$ cat src/rtl/bias_worker_nw_if.sv
// WCI control-plane and WSI stream signal bundle for bias_worker_nw.
// The slave modport is the worker's view; the master modport is the environment's view.
interface bias_worker_nw_if #(
   parameter int NDW = 1
);
   // WCI control plane
   logic [2:0]        wciS0_MCmd;
   logic              wciS0_MAddrSpace;
   logic [3:0]        wciS0_MByteEn;
   logic [31:0]       wciS0_MAddr;
   logic [31:0]       wciS0_MData;
   logic [1:0]        wciS0_SResp;
   logic [31:0]       wciS0_SData;
   logic              wciS0_SThreadBusy;
   logic [1:0]        wciS0_SFlag;
   logic [1:0]        wciS0_MFlag;
   // WSI input stream
   logic [2:0]        wsiS0_MCmd;
   logic              wsiS0_MReqLast;
   logic              wsiS0_MBurstPrecise;
   logic [11:0]       wsiS0_MBurstLength;
   logic [32*NDW-1:0] wsiS0_MData;
   logic [4*NDW-1:0]  wsiS0_MByteEn;
   logic [7:0]        wsiS0_MReqInfo;
   logic              wsiS0_SThreadBusy;
   logic              wsiS0_SReset_n;
   logic              wsiS0_MReset_n;
   // WSI output stream
   logic [2:0]        wsiM0_MCmd;
   logic              wsiM0_MReqLast;
   logic              wsiM0_MBurstPrecise;
   logic [11:0]       wsiM0_MBurstLength;
   logic [32*NDW-1:0] wsiM0_MData;
   logic [4*NDW-1:0]  wsiM0_MByteEn;
   logic [7:0]        wsiM0_MReqInfo;
   logic              wsiM0_SThreadBusy;
   logic              wsiM0_MReset_n;
   logic              wsiM0_SReset_n;

   modport slave (
      input  wciS0_MCmd, wciS0_MAddrSpace, wciS0_MByteEn, wciS0_MAddr, wciS0_MData, wciS0_MFlag,
      output wciS0_SResp, wciS0_SData, wciS0_SThreadBusy, wciS0_SFlag,
      input  wsiS0_MCmd, wsiS0_MReqLast, wsiS0_MBurstPrecise, wsiS0_MBurstLength,
      input  wsiS0_MData, wsiS0_MByteEn, wsiS0_MReqInfo, wsiS0_MReset_n,
      output wsiS0_SThreadBusy, wsiS0_SReset_n,
      output wsiM0_MCmd, wsiM0_MReqLast, wsiM0_MBurstPrecise, wsiM0_MBurstLength,
      output wsiM0_MData, wsiM0_MByteEn, wsiM0_MReqInfo, wsiM0_MReset_n,
      input  wsiM0_SThreadBusy, wsiM0_SReset_n
   );

   modport master (
      output wciS0_MCmd, wciS0_MAddrSpace, wciS0_MByteEn, wciS0_MAddr, wciS0_MData, wciS0_MFlag,
      input  wciS0_SResp, wciS0_SData, wciS0_SThreadBusy, wciS0_SFlag,
      output wsiS0_MCmd, wsiS0_MReqLast, wsiS0_MBurstPrecise, wsiS0_MBurstLength,
      output wsiS0_MData, wsiS0_MByteEn, wsiS0_MReqInfo, wsiS0_MReset_n,
      input  wsiS0_SThreadBusy, wsiS0_SReset_n,
      input  wsiM0_MCmd, wsiM0_MReqLast, wsiM0_MBurstPrecise, wsiM0_MBurstLength,
      input  wsiM0_MData, wsiM0_MByteEn, wsiM0_MReqInfo, wsiM0_MReset_n,
      output wsiM0_SThreadBusy, wsiM0_SReset_n
   );
endinterface

$ cat src/rtl/bias_worker_nw.sv
// Bias worker: adds a programmable 32-bit bias to every lane of a WSI stream.
// WCI control state machine with bias/ctrl/counter properties, a FIFO between
// input and output, and a held output register honouring downstream backpressure.
module bias_worker_nw #(
   parameter int NDW        = 1,
   parameter int FIFO_DEPTH = 8
) (
   input  logic            wciS0_Clk,
   input  logic            wciS0_MReset_n,
   bias_worker_nw_if.slave bus
);
   localparam int DW = 32 * NDW;
   localparam int BW = 4 * NDW;
   localparam int EW = DW + BW + 22;
   localparam int AW = $clog2(FIFO_DEPTH);
   localparam logic [AW:0]   BUSY_LVL = (AW+1)'(FIFO_DEPTH - 2);
   localparam logic [AW:0]   FULL_LVL = (AW+1)'(FIFO_DEPTH);
   localparam logic [AW:0]   CNT_ONE  = (AW+1)'(1);
   localparam logic [AW-1:0] PTR_ONE  = AW'(1);
   localparam logic [2:0]    CMD_WR   = 3'd1;
   localparam logic [2:0]    CMD_RD   = 3'd2;
   localparam logic [1:0]    RESP_DVA = 2'd1;
   localparam logic [1:0]    RESP_ERR = 2'd3;

   typedef enum logic [1:0] {
      ST_EXISTS = 2'd0,
      ST_INIT   = 2'd1,
      ST_OPER   = 2'd2,
      ST_SUSP   = 2'd3
   } state_t;

   // Lane add: wrap keeps the low 32 bits, saturate clamps on carry out.
   function automatic logic [31:0] add_lane(input logic [31:0] a, input logic [31:0] b, input logic sat);
      logic [32:0] s;
      s = {1'b0, a} + {1'b0, b};
      if (sat && s[32]) add_lane = 32'hFFFF_FFFF;
      else              add_lane = s[31:0];
   endfunction

   state_t        r_state;
   logic [31:0]   r_bias;
   logic          r_mode;
   logic [31:0]   r_msg_cnt;
   logic [31:0]   r_word_cnt;
   logic          r_wci_busy;
   logic [1:0]    r_resp;
   logic [31:0]   r_sdata;
   logic          r_in_busy;
   logic          r_rst_out;
   logic [EW-1:0] r_mem [FIFO_DEPTH];
   logic [AW-1:0] r_wptr;
   logic [AW-1:0] r_rptr;
   logic [AW:0]   r_count;
   logic          r_ovalid;
   logic [EW-1:0] r_oent;

   logic          w_acc;
   state_t        w_state_nxt;
   logic [1:0]    w_resp;
   logic [31:0]   w_rdata;
   logic          w_release;
   logic          w_bias_wr;
   logic          w_ctrl_wr;
   logic [7:0]    w_off;
   logic [DW-1:0] w_biased;
   logic [EW-1:0] w_in_ent;
   logic          w_push;
   logic          w_pop;
   logic          w_xfer;
   logic          w_unused;

   assign w_acc  = (bus.wciS0_MCmd != 3'd0) && !r_wci_busy;
   assign w_off  = bus.wciS0_MAddr[7:0];
   assign w_xfer = r_ovalid && !bus.wsiM0_SThreadBusy;
   assign w_pop  = (r_count != {(AW+1){1'b0}}) && (!r_ovalid || !bus.wsiM0_SThreadBusy);
   assign w_push = (bus.wsiS0_MCmd == CMD_WR) && (r_state == ST_OPER) && ((r_count != FULL_LVL) || w_pop);

   // Decode an accepted WCI request into response, read data, next state and write strobes.
   always_comb begin
      w_resp      = 2'd0;
      w_rdata     = 32'd0;
      w_state_nxt = r_state;
      w_release   = 1'b0;
      w_bias_wr   = 1'b0;
      w_ctrl_wr   = 1'b0;
      if (!w_acc) begin
         w_resp = 2'd0;
      end else if (!bus.wciS0_MAddrSpace) begin
         if (bus.wciS0_MCmd != CMD_RD) begin
            w_resp = RESP_ERR;
         end else begin
            w_resp = RESP_DVA;
            case (bus.wciS0_MAddr[4:2])
               3'd0: if (r_state == ST_EXISTS) w_state_nxt = ST_INIT; else w_resp = RESP_ERR;
               3'd1: if (r_state == ST_INIT || r_state == ST_SUSP) w_state_nxt = ST_OPER; else w_resp = RESP_ERR;
               3'd2: if (r_state == ST_OPER) w_state_nxt = ST_SUSP; else w_resp = RESP_ERR;
               3'd3: begin
                  if (r_state != ST_EXISTS) begin
                     w_state_nxt = ST_EXISTS;
                     w_release   = 1'b1;
                  end else begin
                     w_resp = RESP_ERR;
                  end
               end
               3'd4, 3'd5, 3'd6: w_resp = RESP_DVA;
               default:          w_resp = RESP_ERR;
            endcase
         end
      end else if (bus.wciS0_MCmd == CMD_WR) begin
         w_resp    = RESP_DVA;
         w_bias_wr = (w_off == 8'h00);
         w_ctrl_wr = (w_off == 8'h04);
      end else if (bus.wciS0_MCmd == CMD_RD) begin
         w_resp = RESP_DVA;
         case (w_off)
            8'h00:   w_rdata = r_bias;
            8'h04:   w_rdata = {31'd0, r_mode};
            8'h08:   w_rdata = r_msg_cnt;
            8'h0C:   w_rdata = r_word_cnt;
            default: w_rdata = 32'd0;
         endcase
      end else begin
         w_resp = RESP_ERR;
      end
   end

   // Apply the bias to every lane as the word enters the buffer.
   always_comb begin
      w_biased = {DW{1'b0}};
      for (int l = 0; l < NDW; l++) begin
         w_biased[32*l +: 32] = add_lane(bus.wsiS0_MData[32*l +: 32], r_bias, r_mode);
      end
   end

   assign w_in_ent = {bus.wsiS0_MReqLast, bus.wsiS0_MBurstPrecise, bus.wsiS0_MBurstLength,
                      bus.wsiS0_MReqInfo, bus.wsiS0_MByteEn, w_biased};

   // WCI handshake, control state, properties, counters and stream-side resets.
   always_ff @(posedge wciS0_Clk or negedge wciS0_MReset_n) begin
      if (!wciS0_MReset_n) begin
         r_state    <= ST_EXISTS;
         r_bias     <= 32'd0;
         r_mode     <= 1'b0;
         r_msg_cnt  <= 32'd0;
         r_word_cnt <= 32'd0;
         r_wci_busy <= 1'b0;
         r_resp     <= 2'd0;
         r_sdata    <= 32'd0;
         r_in_busy  <= 1'b1;
         r_rst_out  <= 1'b0;
      end else begin
         r_rst_out  <= 1'b1;
         r_wci_busy <= w_acc;
         r_resp     <= w_resp;
         r_sdata    <= w_rdata;
         r_state    <= w_state_nxt;
         r_in_busy  <= (r_state != ST_OPER) || (r_count >= BUSY_LVL);
         if (w_bias_wr) begin
            for (int b = 0; b < 4; b++) begin
               if (bus.wciS0_MByteEn[b]) r_bias[8*b +: 8] <= bus.wciS0_MData[8*b +: 8];
            end
         end
         if (w_ctrl_wr) r_mode <= bus.wciS0_MData[0];
         if (w_xfer) begin
            r_word_cnt <= r_word_cnt + 32'd1;
            if (r_oent[EW-1]) r_msg_cnt <= r_msg_cnt + 32'd1;
         end
      end
   end

   // Buffer storage; contents are qualified by the pointers, so no reset is needed.
   always_ff @(posedge wciS0_Clk) begin
      if (w_push) r_mem[r_wptr] <= w_in_ent;
   end

   // Buffer pointers/occupancy and the output register; release discards everything in flight.
   always_ff @(posedge wciS0_Clk or negedge wciS0_MReset_n) begin
      if (!wciS0_MReset_n) begin
         r_wptr   <= {AW{1'b0}};
         r_rptr   <= {AW{1'b0}};
         r_count  <= {(AW+1){1'b0}};
         r_ovalid <= 1'b0;
         r_oent   <= {EW{1'b0}};
      end else if (w_release) begin
         r_wptr   <= {AW{1'b0}};
         r_rptr   <= {AW{1'b0}};
         r_count  <= {(AW+1){1'b0}};
         r_ovalid <= 1'b0;
         r_oent   <= {EW{1'b0}};
      end else begin
         if (w_push) r_wptr <= r_wptr + PTR_ONE;
         if (w_pop)  r_rptr <= r_rptr + PTR_ONE;
         case ({w_push, w_pop})
            2'b10:   r_count <= r_count + CNT_ONE;
            2'b01:   r_count <= r_count - CNT_ONE;
            default: r_count <= r_count;
         endcase
         if (w_pop) begin
            r_ovalid <= 1'b1;
            r_oent   <= r_mem[r_rptr];
         end else if (w_xfer) begin
            r_ovalid <= 1'b0;
         end else begin
            r_ovalid <= r_ovalid;
         end
      end
   end

   assign bus.wciS0_SResp       = r_resp;
   assign bus.wciS0_SData       = r_sdata;
   assign bus.wciS0_SThreadBusy = r_wci_busy;
   assign bus.wciS0_SFlag       = 2'b00;
   assign bus.wsiS0_SThreadBusy = r_in_busy;
   assign bus.wsiS0_SReset_n    = r_rst_out;
   assign bus.wsiM0_MReset_n    = r_rst_out;
   assign bus.wsiM0_MCmd        = {2'b00, r_ovalid};
   assign {bus.wsiM0_MReqLast, bus.wsiM0_MBurstPrecise, bus.wsiM0_MBurstLength,
           bus.wsiM0_MReqInfo, bus.wsiM0_MByteEn, bus.wsiM0_MData} = r_oent;

   assign w_unused = ^{bus.wciS0_MFlag, bus.wsiS0_MReset_n, bus.wsiM0_SReset_n, bus.wciS0_MAddr[31:8]};
endmodule

$ cat src/flat_wrapper.sv
// flat-port wrapper written by rule: the top's interface ports become plain ports
module bias_worker_nw_flat 
#(
   parameter int NDW        = 1,
   parameter int FIFO_DEPTH = 8
)
  (wciS0_Clk, wciS0_MReset_n, bus_wciS0_MCmd, bus_wciS0_MAddrSpace, bus_wciS0_MByteEn, bus_wciS0_MAddr, bus_wciS0_MData, bus_wciS0_MFlag, bus_wciS0_SResp, bus_wciS0_SData, bus_wciS0_SThreadBusy, bus_wciS0_SFlag, bus_wsiS0_MCmd, bus_wsiS0_MReqLast, bus_wsiS0_MBurstPrecise, bus_wsiS0_MBurstLength, bus_wsiS0_MData, bus_wsiS0_MByteEn, bus_wsiS0_MReqInfo, bus_wsiS0_MReset_n, bus_wsiS0_SThreadBusy, bus_wsiS0_SReset_n, bus_wsiM0_MCmd, bus_wsiM0_MReqLast, bus_wsiM0_MBurstPrecise, bus_wsiM0_MBurstLength, bus_wsiM0_MData, bus_wsiM0_MByteEn, bus_wsiM0_MReqInfo, bus_wsiM0_MReset_n, bus_wsiM0_SThreadBusy, bus_wsiM0_SReset_n);
  bias_worker_nw_if #(.NDW(NDW)) bus_i ();
  input  logic wciS0_Clk;
  input  logic wciS0_MReset_n;
  input wire logic [$bits(bus_i.wciS0_MCmd)-1:0] bus_wciS0_MCmd;
  input wire logic [$bits(bus_i.wciS0_MAddrSpace)-1:0] bus_wciS0_MAddrSpace;
  input wire logic [$bits(bus_i.wciS0_MByteEn)-1:0] bus_wciS0_MByteEn;
  input wire logic [$bits(bus_i.wciS0_MAddr)-1:0] bus_wciS0_MAddr;
  input wire logic [$bits(bus_i.wciS0_MData)-1:0] bus_wciS0_MData;
  input wire logic [$bits(bus_i.wciS0_MFlag)-1:0] bus_wciS0_MFlag;
  output wire logic [$bits(bus_i.wciS0_SResp)-1:0] bus_wciS0_SResp;
  output wire logic [$bits(bus_i.wciS0_SData)-1:0] bus_wciS0_SData;
  output wire logic [$bits(bus_i.wciS0_SThreadBusy)-1:0] bus_wciS0_SThreadBusy;
  output wire logic [$bits(bus_i.wciS0_SFlag)-1:0] bus_wciS0_SFlag;
  input wire logic [$bits(bus_i.wsiS0_MCmd)-1:0] bus_wsiS0_MCmd;
  input wire logic [$bits(bus_i.wsiS0_MReqLast)-1:0] bus_wsiS0_MReqLast;
  input wire logic [$bits(bus_i.wsiS0_MBurstPrecise)-1:0] bus_wsiS0_MBurstPrecise;
  input wire logic [$bits(bus_i.wsiS0_MBurstLength)-1:0] bus_wsiS0_MBurstLength;
  input wire logic [$bits(bus_i.wsiS0_MData)-1:0] bus_wsiS0_MData;
  input wire logic [$bits(bus_i.wsiS0_MByteEn)-1:0] bus_wsiS0_MByteEn;
  input wire logic [$bits(bus_i.wsiS0_MReqInfo)-1:0] bus_wsiS0_MReqInfo;
  input wire logic [$bits(bus_i.wsiS0_MReset_n)-1:0] bus_wsiS0_MReset_n;
  output wire logic [$bits(bus_i.wsiS0_SThreadBusy)-1:0] bus_wsiS0_SThreadBusy;
  output wire logic [$bits(bus_i.wsiS0_SReset_n)-1:0] bus_wsiS0_SReset_n;
  output wire logic [$bits(bus_i.wsiM0_MCmd)-1:0] bus_wsiM0_MCmd;
  output wire logic [$bits(bus_i.wsiM0_MReqLast)-1:0] bus_wsiM0_MReqLast;
  output wire logic [$bits(bus_i.wsiM0_MBurstPrecise)-1:0] bus_wsiM0_MBurstPrecise;
  output wire logic [$bits(bus_i.wsiM0_MBurstLength)-1:0] bus_wsiM0_MBurstLength;
  output wire logic [$bits(bus_i.wsiM0_MData)-1:0] bus_wsiM0_MData;
  output wire logic [$bits(bus_i.wsiM0_MByteEn)-1:0] bus_wsiM0_MByteEn;
  output wire logic [$bits(bus_i.wsiM0_MReqInfo)-1:0] bus_wsiM0_MReqInfo;
  output wire logic [$bits(bus_i.wsiM0_MReset_n)-1:0] bus_wsiM0_MReset_n;
  input wire logic [$bits(bus_i.wsiM0_SThreadBusy)-1:0] bus_wsiM0_SThreadBusy;
  input wire logic [$bits(bus_i.wsiM0_SReset_n)-1:0] bus_wsiM0_SReset_n;
  assign bus_i.wciS0_MCmd = bus_wciS0_MCmd;
  assign bus_i.wciS0_MAddrSpace = bus_wciS0_MAddrSpace;
  assign bus_i.wciS0_MByteEn = bus_wciS0_MByteEn;
  assign bus_i.wciS0_MAddr = bus_wciS0_MAddr;
  assign bus_i.wciS0_MData = bus_wciS0_MData;
  assign bus_i.wciS0_MFlag = bus_wciS0_MFlag;
  assign bus_wciS0_SResp = bus_i.wciS0_SResp;
  assign bus_wciS0_SData = bus_i.wciS0_SData;
  assign bus_wciS0_SThreadBusy = bus_i.wciS0_SThreadBusy;
  assign bus_wciS0_SFlag = bus_i.wciS0_SFlag;
  assign bus_i.wsiS0_MCmd = bus_wsiS0_MCmd;
  assign bus_i.wsiS0_MReqLast = bus_wsiS0_MReqLast;
  assign bus_i.wsiS0_MBurstPrecise = bus_wsiS0_MBurstPrecise;
  assign bus_i.wsiS0_MBurstLength = bus_wsiS0_MBurstLength;
  assign bus_i.wsiS0_MData = bus_wsiS0_MData;
  assign bus_i.wsiS0_MByteEn = bus_wsiS0_MByteEn;
  assign bus_i.wsiS0_MReqInfo = bus_wsiS0_MReqInfo;
  assign bus_i.wsiS0_MReset_n = bus_wsiS0_MReset_n;
  assign bus_wsiS0_SThreadBusy = bus_i.wsiS0_SThreadBusy;
  assign bus_wsiS0_SReset_n = bus_i.wsiS0_SReset_n;
  assign bus_wsiM0_MCmd = bus_i.wsiM0_MCmd;
  assign bus_wsiM0_MReqLast = bus_i.wsiM0_MReqLast;
  assign bus_wsiM0_MBurstPrecise = bus_i.wsiM0_MBurstPrecise;
  assign bus_wsiM0_MBurstLength = bus_i.wsiM0_MBurstLength;
  assign bus_wsiM0_MData = bus_i.wsiM0_MData;
  assign bus_wsiM0_MByteEn = bus_i.wsiM0_MByteEn;
  assign bus_wsiM0_MReqInfo = bus_i.wsiM0_MReqInfo;
  assign bus_wsiM0_MReset_n = bus_i.wsiM0_MReset_n;
  assign bus_i.wsiM0_SThreadBusy = bus_wsiM0_SThreadBusy;
  assign bus_i.wsiM0_SReset_n = bus_wsiM0_SReset_n;
  bias_worker_nw #(.NDW(NDW), .FIFO_DEPTH(FIFO_DEPTH)) u_core (.wciS0_Clk(wciS0_Clk), .wciS0_MReset_n(wciS0_MReset_n), .bus(bus_i));
endmodule
$ cat config.mk
export PLATFORM = sky130hd
export DESIGN_NAME = bias_worker_nw_flat
export DESIGN_NICKNAME = d
export VERILOG_FILES = /design/src/rtl/bias_worker_nw_if.sv /design/src/rtl/bias_worker_nw.sv /design/src/flat_wrapper.sv
export SDC_FILE = /design/constraint.sdc
export NUM_CORES = 1
export LEC_CHECK = 0
export BUFFER_PORTS_ARGS = -buffer_cell sky130_fd_sc_hd__buf_2
export CORE_MARGIN = 4
export CORE_UTILIZATION = 54
export DETAILED_ROUTE_END_ITERATION = 10
export PLACE_DENSITY_LB_ADDON = 0.3
export RECOVER_POWER = 100
export SYNTH_ARGS = -nofsm -noshare
export SYNTH_HDL_FRONTEND = slang
export SYNTH_SLANG_ARGS = --single-unit
$ cat constraint.sdc
create_clock -name wciS0_Clk -period 6.05 [get_ports wciS0_Clk]
set_clock_uncertainty 0.05 [all_clocks]
set_input_delay 0.3025 -clock wciS0_Clk [delete_from_list [all_inputs] [get_ports wciS0_Clk]]
set_output_delay 0.3025 -clock wciS0_Clk [all_outputs]
set_load 0.02 [all_outputs]
### Yosys cells after proc, flatten, opt, wreduce, memory -nomap -nowiden

Memory sizes are Yosys's and may differ from the RTL's.
Cells that the tools add are included.

* register bits: 205
* memory bits (writable): 464
* output and inout port bits: 101
* memories: 1
* memory bits (read-only): 0
* input bits: 140
* latch bits: 0

Memories
* u_core.r_mem: words 8, width 58, rd ports 1, clocked after memory_dff 0, wr ports 1, RTL line bias_worker_nw.sv:50 `logic [EW-1:0] r_mem [FIFO_DEPTH];`

* bitwise logic cells: 2
* reductions and logical operators: 31
* divide/modulo/power cells: 0
* $lt $le $gt $ge: 1
* muxes and demuxes: 45
* equality and inequality tests: 24
* shifts and indexed selects: 0
* $mul: 0
* add/subtract/negate cells: 7

Operators by type and width (count)
* 32-bit 2-to-1 mux: 5
* 32-bit one-hot mux with 4 select lines: 1
* 58-bit 2-to-1 mux: 2
* 32-bit by 1-bit adder with 32-bit output, second input constant: 2
* 32-bit by 32-bit adder with 33-bit output: 1
* 2-bit 2-to-1 mux: 13
* 8-bit by 4-bit equality test with 1-bit output, second input constant: 2
* 1-bit 2-to-1 mux: 16
* 3-bit 2-to-1 mux: 4
* 2-bit one-hot mux with 5 select lines: 1
* 2-bit AND reduction: 5
* 3-bit by 1-bit equality test with 1-bit output, second input constant: 3
* 3-bit by 2-bit equality test with 1-bit output, second input constant: 3
* 3-bit equality test, second input constant: 3
* 3-bit nonzero test: 3
* 8-bit by 3-bit equality test with 1-bit output, second input constant: 1
* 8-bit zero test: 1
* 2-bit by 1-bit inequality test with 1-bit output, second input constant: 4
* 2-bit one-hot mux with 4 select lines: 1
* 4-bit one-hot mux with 2 select lines: 1
* 8-bit AND reduction: 1
* 4-bit nonzero test: 2
* 3-bit by 1-bit adder with 3-bit output, second input constant: 2
* 2-bit equality test, second input constant: 3
* 16 further kinds: 30

### Logic depth before layout (Yosys ltp)

* word-level depth: 8
* depth in mapped cells: 10

### Worst setup path after synthesis

No wires, ideal clock.

* kind: register to register
* start point: register u_core.r_state[0]
* end point: memory u_core.r_mem[6][0] (netlist bit) (enable)
* data required time: 5.443 ns
* cell stages (with the launch flop): 6
* library setup time: 0.557 ns
* path buffers: 0
* arrival: 5.608 ns
* setup slack: -0.165 ns
* cells stage by stage: dfrtp_1 -> nor2b_1 -> nand3_1 -> a41oi_1 -> nand2_1 -> nor3b_1

* longest elaborated chain between the ends: 5

Ends and longest elaborated chain
* from (decl): RTL line bias_worker_nw.sv:40 `state_t r_state;`
* from (signal assigned): RTL line bias_worker_nw.sv:156 `r_state <= w_state_nxt;`
* 2-bit equality test: RTL line bias_worker_nw.sv:76 `assign w_push = (bus.wsiS0_MCmd == CMD_WR) && (r_state == ST_OPER) && ((r_count != FULL_LVL) || w_pop);`
* 1-bit logical AND (2 in a row): RTL line bias_worker_nw.sv:76
* 1-bit 2-to-1 mux: RTL line bias_worker_nw.sv:173 `if (w_push) r_mem[r_wptr] <= w_in_ent;`
* 1-bit 2-to-1 mux (not written as such): RTL line bias_worker_nw.sv:173
* to (decl): RTL line bias_worker_nw.sv:50

No other way between the ends.

### Final worst setup path

* start point: register u_core.r_bias[0]
* end point: memory u_core.r_mem[7][3] (netlist bit) (data pin)

* longest elaborated chain between the ends: 3

Ends and longest elaborated chain
* from (decl): RTL line bias_worker_nw.sv:41 `logic [31:0] r_bias;`
* from (signal, indexed assignment): RTL line bias_worker_nw.sv:160 `if (bus.wciS0_MByteEn[b]) r_bias[8*b +: 8] <= bus.wciS0_MData[8*b +: 8];`
* 32-bit by 32-bit adder with 33-bit output (*): RTL line bias_worker_nw.sv:35 `s = {1'b0, a} + {1'b0, b};`
* 1-bit logical AND: RTL line bias_worker_nw.sv:36 `if (sat && s[32]) add_lane = 32'hFFFF_FFFF;`
* 32-bit 2-to-1 mux (*): RTL line bias_worker_nw.sv:36
* via u_core.w_biased[3]: RTL line bias_worker_nw.sv:65 `logic [DW-1:0] w_biased;`

The timed path passes the listed nets; every way through them passes the cells marked *.

==> results.txt <==
- Max Freq: 215.6 MHz
- In this run, synthesis inferred 464 flip-flops with an integrated enable.
* Die Y-Extent: 236.3 um
* Clock Pin Slew Worst Setup and Hold Paths: around 60 ps
- The netlist uses 76 different library cells.
- Post-Syn Area: 28140 um^2
- The detailed router finished its first iteration with 1172 violations.
- Class of the tightest hold or removal check: in2reg
- Ratio of total power to cell area: 390.2 nW/um^2
* Critical path required time: 6170 ps
- Of the synthesized area, sequential elements account for between 60% and 70%.
- Depth of the worst register-to-register path: 9
- Compared with the post-synthesis result, the final layout area differs by 15.38%.
- Commonest register cell after synthesis: sky130_fd_sc_hd__edfxtp_1
- Number of maximum-capacitance violations: 11
- The pre-antenna-repair detailed-routing pass consisted of 5 iterations.
* Nets@finish: around 2200
- CTS buffer count: a little under 70
- Maximum cell stage delay along the critical path: 1060 ps
* Final routed wire length divided by cell count: 22.29 um
* Startpoint class of the critical path: register
- Final Total Pwr: 12.67 mW
- The worst hold path begins at bus_wciS0_MCmd[1].
- Final worst-path setup slack: around 1400 ps
* Most used cell, CP: sky130_fd_sc_hd__o21ai_0
- The repair_antennas step left the layout with diodes totalling 0.
* Number of hold-slack violations in the final timing report: 0
- Slowest CP cell: sky130_fd_sc_hd__a31o_1
* Status: complete, but fails checks
- Max transition margin: -139.8%
- Top cell family by delay on the critical path: compound AO/OA/AOI/OAI gates
- Setup slack after placement: 2129 ps
- Core Footprint: 51410 um^2
- Final hold analysis gives a worst-case slack of 73.99 ps.
- Port bufs: about 210
- Vias in the first global route: 16790
- The biggest area contributor in the post-synthesis netlist is sky130_fd_sc_hd__edfxtp_1.
- The Yosys step of the flow raised 0 warnings.
- Row generation in the floorplan step produced 83 rows.
* Chip Width: 236.3 um
- Violations in the final reports: capacitance limit, slew limit
- Setup repair after global routing left no endpoint under its margin.
- Worst setup EP type: register
- The number of antenna violations at the first check in global routing was 0.
- Arrival time worst endpoint: 4750 ps
* Critical path class: reg2reg
- Once the clock tree was built, the resizer swapped 0 gates to a different size.
- The path with the worst hold slack has its endpoint at u_core.bus.wciS0_SResp[1].
* Worst-margin pin slew: 3597 ps
* Root buffer cell: sky130_fd_sc_hd__clkbuf_16
- Post-synth top area share: 49.52%
* Finish-stage setup viols: 0
- For flop-to-flop paths, the worst setup slack is between 1000 and 1500 ps.
- Entering global routing, the biggest net connects about 160 pins.
- Initial Utilization: 54.74%
- Counting flops and latches in the post-synthesis netlist gives 668.
- Clk buf depth: 3
* I/O pin count: 241
- The post-route netlist has 17.59% of its cells at a drive strength greater than 1.
* Leakage power figure: 12.12 nW
* Sum of net half-perimeters after detailed placement: 38370 um
* Destination of the worst register-to-register timing path: u_core.r_mem[7][3]
* Critical path, cell by cell: ha_1 -> fa_1 -> a211oi_1 -> o211ai_1 -> nand4_1 -> a31oi_1 -> o21ai_0 -> a31o_1 -> o21ai_0
- For the final routed database, the setup TNS stands at 0 ps.
- DRC Markers: 0
- Overall routing resource usage: 22.24%
- Across the VDD grid, the largest voltage drop is 259.6 uV.
* Final worst-path cycle share: roughly three quarters
* Share of synthesized flip-flops with an asynchronous set or reset: 30.54%
- Counting both buffers and inverters, the worst setup path holds a total of 0.
- Final routed wirelength across all metal layers: 62160 um
* Crit Reg-Reg Startpoint: u_core.r_bias[0]
- The worst hold path was traced through 3 stages.
- Counting the fill cells in the layout gives roughly 3800.
- The H-tree was split into 3 levels.
* Maximum fanout encountered on the critical timing path: 27
- Post-synthesis instance total: 1770
- TritonCTS clock tree: built
- Number of hold buffers added after cts: 64
- The clock period could shrink to 4638 ps.
* Syn_area_per_cell: 15.90 um^2
* Sink Count: 668
- Antenna violation net count after detailed routing: 0
- Using the TritonRoute via totals, the vias-per-cell ratio works out to roughly 5.8.
- The die covers 55820 um^2.
- Sum of overflow across all layers after global routing: 0
* Top area cells in the synthesized netlist: sky130_fd_sc_hd__edfxtp_1, sky130_fd_sc_hd__dfrtp_1, sky130_fd_sc_hd__mux4_2
* Total via count after detailed routing: 16300
- The final-report max-slew violation count came to 311.
- Routability-driven placement finished with a final weighted congestion of 0.8484.
- Number of post-CTS setup repair buffers: 0
- Global-route wire length before repair: around 97000 um
* Clock latency on the worst-skew pair: 610 ps
[area by class of cell]
| cell class | instances | area (um^2) | area share, % |
|---|---|---|---|
| flip-flops and latches | 668 | 19050 | 58.68 |
| clock buffers | 87 | 1824 | 5.619 |
| repair buffers | 300 | 1734 | 5.342 |
| well taps | 680 | 850.8 | 2.621 |
| multi-input cells | 999 | 8579 | 26.43 |
| clock inverters | 41 | 372.9 | 1.148 |
| inverters | 14 | 52.55 | 0.1619 |
[cells by family after synthesis]
| group | share of synthesized area, % |
|---|---|
| AO/OA/AOI/OAI | 5.158 |
| XOR/XNOR | 2.708 |
| adder cells (fa/ha/maj) | 1.832 |
| buffers and inverters | 1.623 |
| flip-flops | 67.66 |
| multiplexers | 14.06 |
| other | 0.02669 |
| AND/OR/NAND/NOR | 6.923 |
[cells in the mapped netlist (12+ instances only)]
cell type                    n
sky130_fd_sc_hd__edfxtp_1  464
sky130_fd_sc_hd__dfrtp_1   203
sky130_fd_sc_hd__nor2_1    178
sky130_fd_sc_hd__mux4_2    116
sky130_fd_sc_hd__mux2i_1    95
sky130_fd_sc_hd__a21oi_1    66
sky130_fd_sc_hd__nand2_1    66
sky130_fd_sc_hd__a211oi_1   65
sky130_fd_sc_hd__xnor2_1    53
sky130_fd_sc_hd__clkbuf_1   47
sky130_fd_sc_hd__ha_1       38
sky130_fd_sc_hd__nand3_1    36
sky130_fd_sc_hd__mux2_2     35
sky130_fd_sc_hd__xor2_1     34
sky130_fd_sc_hd__o21ai_0    29
sky130_fd_sc_hd__nor3_1     23
sky130_fd_sc_hd__buf_1      20
sky130_fd_sc_hd__nand4_1    20
sky130_fd_sc_hd__a21o_1     17
sky130_fd_sc_hd__and3_1     15
sky130_fd_sc_hd__inv_1      14
sky130_fd_sc_hd__buf_2      12
[sequential cells by signal, summed over array words and instances, names as in the netlist]
register / count
u_core.r_mem: 464
u_core.r_oent: 58
u_core.bus.wciS0_SData: 32
u_core.r_bias: 32
u_core.r_msg_cnt: 32
u_core.r_word_cnt: 32
u_core.r_count: 4
u_core.r_rptr: 3
u_core.r_wptr: 3
u_core.bus.wciS0_SResp: 2
u_core.r_state: 2
u_core.bus.wsiM0_MReset_n: 1
u_core.bus.wsiS0_SThreadBusy: 1
u_core.r_mode: 1
u_core.r_ovalid: 1
[worst max-delay path by stage]
| stage | slack, ps | cells after the start | start | endpoint |
|---|---|---|---|---|
| floorplan | 150 | 5 | u_core.r_state[0] | u_core.r_mem[2][0] |
| global placement | 2210 | 10 | bus_wsiS0_MData[0] | u_core.r_mem[4][10] |
| detailed placement | 2130 | 10 | bus_wsiS0_MData[0] | u_core.r_mem[4][10] |
| CTS | 2130 | 9 | u_core.r_bias[0] | u_core.r_mem[5][12] |
| global route | 1010 | 7 | u_core.r_state[1] | u_core.r_mem[4][30] |
| finish | 1410 | 9 | u_core.r_bias[0] | u_core.r_mem[7][3] |
[report_power, final]
group | leakage (nW) | switching [mW] | internal [mW] | total, mW
combinational | 4.25 | 1.46 | 1.33 | 2.79
clock | 1.10 | 1.76 | 2.34 | 4.10
sequential | 6.77 | 0.498 | 5.28 | 5.78
total | 12.1 | 3.72 | 8.95 | 12.7
[tightest hold or removal path: cells and delay by family]
| kind | cells | cell delay [ps] |
|---|---|---|
| AO/OA/AOI/OAI | 2 | 250 |
| buffers and inverters | 1 | 120 |
[layer usage]
layer  wire [um]  GRT usage [%]
met1       26180          30.37
met2       31280          37.95
met3        3696          3.847
met4         998          5.184
met5           0              0
[stage by stage]
stage	cells	area [um^2]	utilization, %
3_5_place_dp	2597	30010	58.37
2_1_floorplan	1773	28170	-
3_3_place_gp	2597	30010	58.37
4_1_cts	2789	32850	63.89
5_1_grt	2789	32460	63.15
6_report	2789	32460	63.15
[cell usage in the layout, fill, tap and decap left out, types with 30 or more instances in the layout]
cell,instances
sky130_fd_sc_hd__edfxtp_1,464
sky130_fd_sc_hd__clkbuf_16,69
sky130_fd_sc_hd__mux2i_1,95
sky130_fd_sc_hd__nand2_1,70
sky130_fd_sc_hd__clkbuf_1,153
sky130_fd_sc_hd__a211oi_1,65
sky130_fd_sc_hd__dlygate4sd3_1,64
sky130_fd_sc_hd__xnor2_1,53
sky130_fd_sc_hd__dfrtp_1,200
sky130_fd_sc_hd__nor2_1,177
sky130_fd_sc_hd__mux4_2,116
sky130_fd_sc_hd__ha_1,38
sky130_fd_sc_hd__nand3_1,36
sky130_fd_sc_hd__xor2_1,34
sky130_fd_sc_hd__o21ai_0,30
sky130_fd_sc_hd__buf_2,83
sky130_fd_sc_hd__mux2_2,35
sky130_fd_sc_hd__a21oi_1,65
No activity file was read; power rests on OpenSTA's default activity.
